### config.mk
export PLATFORM = sky130hd
export DESIGN_NAME = demux_reg_n
export DESIGN_NICKNAME = d
export VERILOG_FILES = /design/src/rtl/demux_reg_n_pkg.sv /design/src/rtl/demux_reg_n_slot.sv /design/src/rtl/demux_reg_n.sv
export SDC_FILE = /design/constraint.sdc
export NUM_CORES = 1
export LEC_CHECK = 0
export BUFFER_PORTS_ARGS = -buffer_cell sky130_fd_sc_hd__buf_2
export CORE_MARGIN = 2
export CORE_UTILIZATION = 35
export DETAILED_ROUTE_END_ITERATION = 8
export SLEW_MARGIN = 40
export SYNTH_ARGS = -nofsm -noshare
export SYNTH_HDL_FRONTEND = slang
export SYNTH_SLANG_ARGS = --single-unit
### constraint.sdc
create_clock -name clk -period 3.3 [get_ports clk]
set_input_delay 0.33 -clock clk [delete_from_list [all_inputs] [get_ports clk]]
set_output_delay 0.33 -clock clk [all_outputs]
set_load 0.05 [all_outputs]
### src/rtl/demux_reg_n_pkg.sv
// Shared defaults and types for the registered demultiplexer.
package demux_pkg;

    // Default data width and channel count.
    localparam int unsigned W_DEFAULT    = 8;
    localparam int unsigned N_DEFAULT    = 8;

    // Dropped-transfer counter width and saturation value.
    localparam int unsigned ERRO_CNT_W   = 8;
    localparam int unsigned ERRO_CNT_MAX = 255;

    // Holding-slot occupancy.
    typedef enum logic {
        SLOT_EMPTY = 1'b0,
        SLOT_FULL  = 1'b1
    } slot_state_t;

endpackage

### src/rtl/demux_reg_n_slot.sv
// One-entry holding register with valid/ready handshake for a single channel.
module demux_slot
    import demux_pkg::*;
#(
    parameter int unsigned W = W_DEFAULT
) (
    input  logic         clk,
    input  logic         reset,
    input  logic         load,
    input  logic [W-1:0] d,
    output logic [W-1:0] q,
    output logic         valid,
    input  logic         ready,
    output logic         free
);

    slot_state_t state;

    // Occupancy FSM and data register; a load in the same cycle as a drain keeps the slot full.
    always_ff @(posedge clk) begin
        if (reset) begin
            state <= SLOT_EMPTY;
            q     <= '0;
        end else begin
            if (load) begin
                state <= SLOT_FULL;
                q     <= d;
            end else if (state == SLOT_FULL && ready) begin
                state <= SLOT_EMPTY;
            end
        end
    end

    assign valid = (state == SLOT_FULL);
    assign free  = !valid || ready;

endmodule

### src/rtl/demux_reg_n.sv
// Registered N-way demultiplexer with per-channel holding slots, broadcast and
// out-of-range drop reporting.
module demux_reg_n
    import demux_pkg::*;
#(
    parameter int unsigned W  = W_DEFAULT,
    parameter int unsigned N  = N_DEFAULT,
    parameter int unsigned AW = $clog2(N)
) (
    input  logic                  clk,
    input  logic                  reset,
    input  logic                  in_valid,
    output logic                  in_ready,
    input  logic [W-1:0]          dados,
    input  logic [AW-1:0]         endereco,
    input  logic                  difusao,
    output logic [N*W-1:0]        out_dados,
    output logic [N-1:0]          out_valid,
    input  logic [N-1:0]          out_ready,
    output logic                  erro,
    output logic [ERRO_CNT_W-1:0] erro_cnt
);

    logic [N-1:0] sel;
    logic [N-1:0] free;
    logic [N-1:0] load;
    logic         in_range;
    logic         accept;

    assign in_range = ({1'b0, endereco} < (AW+1)'(N));

    // One-hot decode of the destination; all zero when the address is out of range.
    always_comb begin
        sel = '0;
        for (int unsigned i = 0; i < N; i++) begin
            sel[i] = (endereco == AW'(i));
        end
    end

    // Input readiness: broadcast needs every slot free, unicast only its own; bad addresses are swallowed.
    always_comb begin
        in_ready = 1'b1;
        if (difusao) begin
            in_ready = &free;
        end else if (in_range) begin
            in_ready = |(sel & free);
        end
    end

    assign accept = in_valid && in_ready;

    // Per-slot load strobes.
    always_comb begin
        load = '0;
        for (int unsigned i = 0; i < N; i++) begin
            load[i] = accept && (difusao || sel[i]);
        end
    end

    for (genvar g = 0; g < N; g++) begin : g_slot
        demux_slot #(
            .W(W)
        ) u_slot (
            .clk   (clk),
            .reset (reset),
            .load  (load[g]),
            .d     (dados),
            .q     (out_dados[g*W +: W]),
            .valid (out_valid[g]),
            .ready (out_ready[g]),
            .free  (free[g])
        );
    end

    // Drop pulse and saturating drop counter for accepted out-of-range unicasts.
    always_ff @(posedge clk) begin
        if (reset) begin
            erro     <= 1'b0;
            erro_cnt <= '0;
        end else begin
            erro <= accept && !difusao && !in_range;
            if (accept && !difusao && !in_range &&
                erro_cnt != ERRO_CNT_W'(ERRO_CNT_MAX)) begin
                erro_cnt <= erro_cnt + 1'b1;
            end
        end
    end

endmodule
==> results of run 1 <==
==> where the power goes <==
group	total, mW	internal, mW	switching, mW
clock network	0.744	0.419	0.326
registers	0.963	0.931	0.0315
logic	0.563	0.155	0.408
total	2.27	1.51	0.765
==> cells in the final DEF (no fill, tap or decap), types with 6 or more instances in the layout <==
master,Yosys,layout
buf_2,1,94
nand2b_1,81,81
dfxtp_1,72,72
mux2i_1,64,64
conb_1,1,9
clkbuf_8,0,9
a21oi_1,8,8
a31oi_4,8,8
nor2b_1,6,6
nor2_1,6,6
==> worst min-delay path by stage <==
stage	start	end	slack (ns)	depth (start not counted)
detailed placement	g_slot[5].u_slot.q[0]$_SDFFE_PP0P_	g_slot[5].u_slot.q[0]$_SDFFE_PP0P_	0.46	2
finish	out_ready[7]	g_slot[7].u_slot.valid$_SDFFE_PP0P_	0.27	3
floorplan	g_slot[1].u_slot.valid$_SDFFE_PP0P_	g_slot[1].u_slot.valid$_SDFFE_PP0P_	0.45	2
global route	out_ready[6]	g_slot[6].u_slot.valid$_SDFFE_PP0P_	0.26	3
global placement	g_slot[0].u_slot.q[6]$_SDFFE_PP0P_	g_slot[0].u_slot.q[6]$_SDFFE_PP0P_	0.46	2
CTS	out_ready[7]	g_slot[7].u_slot.valid$_SDFFE_PP0P_	0.25	3
==> flip-flops by register name (all words and copies together) (netlist names) <==
signal and count:
g_slot.u_slot.q 64, g_slot.u_slot.valid 8
==> cells by family (layout without fill, tap and decap cells) <==
family / after synthesis / in the layout / synth area share
and+or+nand+nor: 104 / 104 / 0.192
DFF: 72 / 72 / 0.433
muxes: 64 / 64 / 0.193
buffers and inverters: 44 / 113 / 0.0929
AOI/OAI and AO/OA: 24 / 24 / 0.0880
other: 1 / 9 / 0.00113
==> metal layers <==
layer / GRT usage / vias to the layer above / wire (um) / share of wire
met1: 0.205 / 1093 / 3630 / 0.48
met2: 0.241 / 62 / 3540 / 0.47
met3: 0.0338 / 7 / 293 / 0.039
met4: 0.0530 / 0 / 70 / 0.0093
li1: - / 1146 / - / -
met5: 0 / - / 0 / 0
==> layout make-up <==
type                            count  area share
Clock buffer                        9      0.0316
Clock inverter                      6      0.0217
Inverter                            1    0.000959
Multi-Input combinational cell    201       0.410
Sequential cell                    72       0.368
Tap cell                          129      0.0412
Timing Repair Buffer               97       0.126
==> worst max-delay path, cell delays in order <==
cell	delay, ns
buf_2	0.28
or3b_2	0.48
o32ai_1	0.13
a211o_2	0.41
nor2_1	0.07
a21oi_1	0.13
buf_2	0.28
==> results_dict.tcl, run 1 <==
set metrics [dict create \
    syn_area_mm2 0.00333 \
    tightest_slew_ns 0.724 \
    synth_cells 309 \
    cts_tree "done" \
    worst_ep_arrival_time_ns 2.12 \
    routed_wl_um 7530 \
    n_fill_cell 920 \
    gp_congestion 0.806 \
    hold_ws_ns 0.267 \
    grt_pass1_vias 2281 \
    worstPathRequired_ns 2.97 \
    max-slew-margin-rel 0.514 \
    period_share 0.742 \
    synth.avg_cell_area_um2 10.8 \
    clockBufferDepth 2 \
    fin_crit_ns 2.45 \
    layout.area.seq_mm2 0.00144 \
    syn2layout_area_growth_pct 17.7 \
    core_mm2 0.00924 \
    via_per_inst 4.48 \
    cts_max_level 3 \
    rsz0062_at_grt "no" \
    powerDensity_mw_per_mm2 580 \
    r2r_slack_ns 1.12 \
    io_buffers 95 \
    dp.cells 500 \
    worst_slack_ns 0.853 \
    clockRootBuffer "clkbuf_8" \
    vias 2308 \
    hold_class "in -> reg" \
    synth_warnings 0 \
    fin_util 0.424 \
    crit_end "in_ready" \
    cts_hold_buffers 0 \
    setup_viol 0 \
    drive_above_1_share 0.324 \
    grt_max_degree 59 \
    place_area_mm2 0.00370 \
    finalSetupTns_ns 0 \
    grt_use_total 0.152 \
    synth_area_leader_cell "dfxtp_1" \
    drc 0 \
    cap_violations 0 \
    gr-total-overflow 0 \
    reg2reg_to "g_slot[7].u_slot.q[1]$_SDFFE_PP0P_" \
    reg2regPathDepth 6 \
    outcome "complete, no violations" \
    critPathMaxFanout 11 \
    multiInputGateArea_mm2 0.00161 \
    dieArea_mm2 0.0103 \
    ys_types 32 \
    fin_cells 515 \
    top_level_ports 105 \
    detail_route.wl_per_cell_um 14.6 \
    slew_viol_final 0 \
    cts.sinks 72 \
    hpwl_um 5310 \
    crit_start "endereco[2]" \
    grt_first_pass_wirelength_um 11900 \
    die-width_um 101 \
    p_leak_nw 1.96 \
    synth_top_area_share 0.433 \
    clock_latency_ns 0.34 \
    synth_area_leaders "dfxtp_1, mux2i_1, nand2b_1, a31oi_4, buf_4" \
    antenna_found_initial 0 \
    hold_viol_final 0 \
    cts_setup_buffers 0 \
    synth-edff-count 0 \
    first_iter_violations 38 \
    cp-start-kind "input port" \
    ys_async_sr_fraction 0 \
    ctsResizeCount 0 \
    ys_seq_area_frac 0.433 \
    insertedDiodeCount 0 \
    yosysMostFrequentCell "nand2b_1" \
    fin_nets 405 \
    endpoint_kind "primary output" \
    fin_area_mm2 0.00392 \
    ys_ff_latch 72 \
    crit_type "in -> out" \
    ant_nets 0 \
    fin_skew_ns 0.00541 \
    vdd_drop_max_v 0.000209 \
    clk_pin_slew_worst_paths_ns 0.07 \
    synth_ff_type "dfxtp_1" \
    die_h_um 101 \
    numCtsBuffers 9 \
    total_power_mw 2.27 \
    r2r-start "g_slot[4].u_slot.valid$_SDFFE_PP0P_" \
    synth_common_cells "nand2b_1, dfxtp_1, mux2i_1" \
    rows 35 \
    fmax_ghz 0.409 \
    first_pass_iters 4 \
    dp_slack_ns 0.851 \
    initial_core_util 0.360 \
]
Note: power is estimated with default switching activity, not from simulation.
==> run 2: changes to the inputs <==
- ABC_AREA: default -> 1
- clock period: 3.3 -> 2.25 ns (I/O delays scaled with it)
==> run 2 against run 1 <==
  * Register-to-register slack got worse by 0.71 ns
  * Critical path depth fell by 1
  * Area after synthesis rose by 12%
  * Core utilization rose by 0.58 points
  * Wire length rose by 30%
  * Setup slack got worse by 0.68 ns
  * Die area rose by 12%
  * Cell count rose by 57%
  * Critical path type is now reg -> out
==> results_dict.tcl, run 2 <==
set metrics [dict create \
    cts_tree "done" \
    die_h_um 107 \
    slew_viol_final 0 \
    initial_core_util 0.361 \
    detail_route.wl_per_cell_um 12.1 \
    drive_above_1_share 0.196 \
    hpwl_um 6970 \
    worst_slack_ns 0.175 \
    vdd_drop_max_v 0.000258 \
    crit_chain "nand2_1, nand3_1, nor2_1, nand4_1, nand2_4, buf_2" \
    layout_common_cells "nand2_1, inv_1, buf_2" \
    reg2regPathDepth 10 \
    clock_latency_ns 0.37 \
    dp_slack_ns 0.277 \
    gr-total-overflow 0 \
    finalSetupTns_ns 0 \
    ys_types 18 \
    antenna_found_initial 0 \
    die-width_um 107 \
    top_register "g_slot.u_slot.q" \
    drc 0 \
    first_pass_iters 5 \
    fin_crit_ns 2.07 \
    setup_viol 0 \
    synth_area_leaders "dfxtp_1, nand2_1, inv_1, nand4_1, nor2_1" \
    synth_top_area_share 0.386 \
    cts_max_level 3 \
    synth.avg_cell_area_um2 6.39 \
    endpoint_kind "primary output" \
    vias 3578 \
    cpPeakStageDelay_ns 0.35 \
    gp_congestion 0.838 \
    ant_nets 0 \
    critPathMaxFanout 28 \
    synth_common_cells "nand2_1, inv_1, dfxtp_1, nor2_1, nand4_1" \
    clockRootBuffer "clkbuf_8" \
    grt_max_degree 47 \
    core_mm2 0.0103 \
    p_leak_nw 2.53 \
    crit_type "reg -> out" \
    dieArea_mm2 0.0115 \
    rsz0062_at_grt "no" \
    grt_use_total 0.174 \
    reg2reg_to "g_slot[2].u_slot.q[5]$_SDFFE_PP0P_" \
    top_level_ports 105 \
    cts.sinks 72 \
    syn2layout_area_growth_pct 18.8 \
    r2r_slack_ns 0.41 \
    cts_setup_buffers 0 \
    via_per_inst 4.43 \
    cp-start-kind "flip-flop" \
    largest_reg_flops 64 \
    cts_hold_buffers 0 \
    cp_top_family "simple AND/OR/NAND/NOR gates" \
    cpMaxStageDelayCell "buf_2" \
    rows 37 \
    outcome "complete, no violations" \
    fin_nets 690 \
    fmax_ghz 0.482 \
    fin_skew_ns 0.0204 \
    worst_ep_arrival_time_ns 1.85 \
    path_buf_inv 1 \
    hold_class "in -> reg" \
    insertedDiodeCount 0 \
    io_buffers 95 \
    first_iter_violations 176 \
    r2r-start "g_slot[2].u_slot.valid$_SDFFE_PP0P_" \
    grt_pass1_vias 3231 \
    powerDensity_mw_per_mm2 781 \
    worstPathRequired_ns 2.03 \
    hold_viol_final 0 \
    syn_area_mm2 0.00373 \
    synth_cells 584 \
    ys_async_sr_fraction 0 \
    synth-edff-count 0 \
    crit_end "in_ready" \
    final_common_cell "nand2_1" \
    synth_ff_type "dfxtp_1" \
    max-slew-margin-rel 0.548 \
    routed_wl_um 9780 \
    synth_warnings 0 \
    numCtsBuffers 9 \
    synth_area_leader_cell "dfxtp_1" \
    clockBufferDepth 2 \
    yosysMostFrequentCell "nand2_1" \
    tightest_slew_ns 0.679 \
    clk_pin_slew_worst_paths_ns 0.08 \
    ys_ff_latch 72 \
    n_fill_cell 1121 \
    ys_seq_area_frac 0.386 \
    ctsResizeCount 0 \
    cp.depth 6 \
    period_share 0.922 \
    cap_violations 0 \
    crit_start "g_slot[2].u_slot.valid$_SDFFE_PP0P_" \
    grt_first_pass_wirelength_um 15600 \
]
[run 2: report_power, final]
part	switching [mW]	total, mW	internal, mW
sequential	0.0535	1.44	1.38
combinational	0.835	1.10	0.261
clock	0.510	0.931	0.422
total	1.40	3.46	2.06
[run 2: kinds of logic after synthesis]
| family | share of synthesized area |
|---|---|
| and+or+nand+nor | 0.384 |
| other | 0.00101 |
| DFF | 0.386 |
| AOI/OAI and AO/OA | 0.0148 |
| buffers and inverters | 0.214 |
[run 2: worst min-delay path by stage]
stage | depth (start not counted) | slack [ns] | endpoint | start
after floorplan | 3 | 0.42 | g_slot[7].u_slot.valid$_SDFFE_PP0P_ | out_ready[7]
after global placement | 4 | 0.49 | g_slot[5].u_slot.q[2]$_SDFFE_PP0P_ | g_slot[5].u_slot.q[2]$_SDFFE_PP0P_
final | 4 | 0.19 | g_slot[7].u_slot.valid$_SDFFE_PP0P_ | out_ready[7]
after global routing | 4 | 0.21 | g_slot[7].u_slot.valid$_SDFFE_PP0P_ | out_ready[7]
after detailed placement | 4 | 0.49 | g_slot[7].u_slot.q[3]$_SDFFE_PP0P_ | g_slot[7].u_slot.q[3]$_SDFFE_PP0P_
after CTS | 4 | 0.19 | g_slot[7].u_slot.valid$_SDFFE_PP0P_ | out_ready[7]
[run 2: metrics by stage]
stage	instance area, um2	hold WS, ns	std cells	utilization	power [mW]
6_report	4430	0.194	808	0.430	3.46
2_1_floorplan	3760	0.423	592	-	2.35
3_3_place_gp	4260	0.494	792	0.413	2.55
5_1_grt	4430	0.212	808	0.430	3.64
4_1_cts	4430	0.191	808	0.430	3.48
3_5_place_dp	4260	0.494	792	0.413	2.56
[run 2: worst register-to-register path: cells and delay by family (launching register included)]
family                 cells  cell delay (ns)
and+or+nand+nor            8             1.14
DFF                        1             0.32
buffers and inverters      2             0.32
[run 2: cell type report]
class / count / area (um2) / share of cell area
Clock buffer: 10 / 138 / 0.0310
Tap cell: 136 / 170 / 0.0384
Inverter: 149 / 559 / 0.126
Clock inverter: 6 / 35.0 / 0.00790
Sequential cell: 72 / 1440 / 0.325
Multi-Input combinational cell: 331 / 1520 / 0.343
Timing Repair Buffer: 104 / 568 / 0.128
[run 2: layer usage]
layer / up-vias / wire length [um] / global-route usage
met2: 104 / 4280 / 0.264
met1: 1567 / 4730 / 0.239
met4: 0 / 240 / 0.0835
met5: - / 0 / 0
met3: 18 / 524 / 0.0327
li1: 1889 / - / -
==> run 3: changes to the inputs <==
- ABC_AREA: 1 -> default
==> run 3 against run 2 <==
  * Sequential share of layout area up 3.6 points
  * Highest routed layer unchanged
  * Combinational power decreased by 22%
  * Via count shrank 34%
  * Count of clock-buffer cells in the layout is the same
==> results_dict.tcl, run 3 (synthesis gave the netlist of run 1 again) <==
set metrics [dict create \
    outcome "complete, no violations" \
    vias 2358 \
    clockBufferDepth 2 \
    cts.sinks 72 \
    final_common_cell "buf_2" \
    grt_pass1_vias 2246 \
    die-width_um 101 \
    initial_core_util 0.360 \
    tightest_slew_ns 0.565 \
    cpMaxStageDelayCell "a211o_4" \
    core_mm2 0.00924 \
    cap_violations 0 \
    hold_viol_final 0 \
    numCtsBuffers 9 \
    setup_viol 0 \
    syn2layout_area_growth_pct 19.9 \
    first_pass_iters 4 \
    worstPathRequired_ns 2.03 \
    reg2regPathDepth 6 \
    clockRootBuffer "clkbuf_8" \
    grt_use_total 0.150 \
    critPathMaxFanout 4 \
    rows 35 \
    endpoint_kind "primary output" \
    dieArea_mm2 0.0103 \
    first_iter_violations 66 \
    period_share 0.942 \
    drive_above_1_share 0.343 \
    crit_type "reg -> out" \
    hp-start "out_ready[4]" \
    fin_crit_ns 2.12 \
    fin_skew_ns 0.00692 \
    ant_nets 0 \
    multiInputGateArea_mm2 0.00161 \
    cts_max_level 3 \
    path_buf_inv 1 \
    grt_first_pass_wirelength_um 11700 \
    powerDensity_mw_per_mm2 792 \
    p_leak_nw 2.01 \
    hpwl_um 5520 \
    hold_end "g_slot[4].u_slot.valid$_SDFFE_PP0P_" \
    die_h_um 101 \
    worst_ep_arrival_time_ns 1.90 \
    hold_ws_ns 0.152 \
    finalSetupTns_ns 0 \
    gp_congestion 0.786 \
    fin_nets 417 \
    layout.area.seq_mm2 0.00144 \
    gr-total-overflow 0 \
    crit_chain "nand2b_1, a221o_1, a211o_4, nor2_1, a21oi_1, buf_2" \
    antenna_found_initial 0 \
    vdd_drop_max_v 0.000321 \
    io_buffers 95 \
    clock_latency_ns 0.34 \
    cpPeakStageDelay_ns 0.38 \
    r2r-start "g_slot[3].u_slot.valid$_SDFFE_PP0P_" \
    clk_pin_slew_worst_paths_ns 0.08 \
    cts_hold_buffers 0 \
    fmax_ghz 0.472 \
    hold_path_depth 3 \
    max-slew-margin-rel 0.624 \
    detail_route.wl_per_cell_um 14.6 \
    top_register "g_slot.u_slot.q" \
    layout_common_cells "buf_2, nand2b_1, dfxtp_1" \
    cp_top_family "compound AO/OA/AOI/OAI gates" \
    largest_reg_flops 64 \
    n_fill_cell 927 \
    drc 0 \
    insertedDiodeCount 0 \
    cts_tree "done" \
    hold_class "in -> reg" \
    cp-start-kind "flip-flop" \
    routed_wl_um 7710 \
    top_level_ports 105 \
    r2r_slack_ns 0.18 \
    reg2reg_to "g_slot[6].u_slot.q[0]$_SDFFE_PP0P_" \
    grt_max_degree 34 \
    via_per_inst 4.47 \
    slew_viol_final 0 \
    rsz0062_at_grt "no" \
]
run 3: changes by cell type in the layout (fill, tap and decap cells not counted), sizes merged, moves of 5 or more:
cell | before | now
buf | 104 | 109
nor2 | 72 | 6
a31oi | 0 | 8
nand2b | 0 | 81
nand4 | 65 | 1
nor2b | 0 | 6
mux2i | 0 | 64
inv | 149 | 1
nand3 | 15 | 0
nand2 | 159 | 2
run 3: timing repair:
action / in CTS / in global routing
cloned: 0 / 0
resized for setup: 1 / 0
setup buffers: 0 / 2
setup endpoints to repair: 1 / 1
pin swaps: 0 / 1
run 3: routing by layer:
metal  share of wire  GRT usage  vias to the layer above
li1                -          -                     1180
met1            0.49      0.207                     1101
met2            0.45      0.229                       67
met3           0.048     0.0317                       10
met4           0.016     0.0624                        0
met5               0          0                        -
run 3: worst max-delay path by stage:
stage,startpoint,endpoint,cells past startpoint,slack [ns]
detailed placement,endereco[1],g_slot[3].u_slot.q[4]$_SDFFE_PP0P_,6,0.09
finish,g_slot[3].u_slot.valid$_SDFFE_PP0P_,in_ready,6,0.13
global placement,endereco[1],g_slot[3].u_slot.q[2]$_SDFFE_PP0P_,6,0.13
global route,g_slot[3].u_slot.valid$_SDFFE_PP0P_,in_ready,6,0.05
floorplan,endereco[2],in_ready,7,0.009
CTS,g_slot[3].u_slot.valid$_SDFFE_PP0P_,in_ready,6,0.03
run 3: through the flow:
step,util,cell area [um2],total power [mW],setup slack (ns),cells
after floorplan,-,3360,2.16,0.00876,317
after global placement,0.410,3790,2.29,0.133,510
after detailed placement,0.410,3790,2.30,0.0917,510
after CTS,0.429,3960,3.18,0.0282,526
after global routing,0.432,3990,3.29,0.0497,528
final,0.432,3990,3.16,0.130,528
run 3: cell type report:
cell class,instances,share of cell area
multi-input cells,201,0.405
flip-flops and latches,72,0.361
repair buffers,109,0.152
well taps,129,0.0405
clock buffers,10,0.0320
clock inverters,6,0.00909
inverters,1,0.000941
run 3: power breakdown:
part	leakage, nW	total [mW]	internal, mW	switching [mW]
clock network	0.0858	0.880	0.394	0.486
registers	0.587	1.42	1.37	0.0504
logic	1.34	0.861	0.258	0.603
run 3: tightest hold or removal path, stage by stage:
cell      delay (ns)
buf_2           0.08
nand2b_1        0.09
a21oi_1         0.05
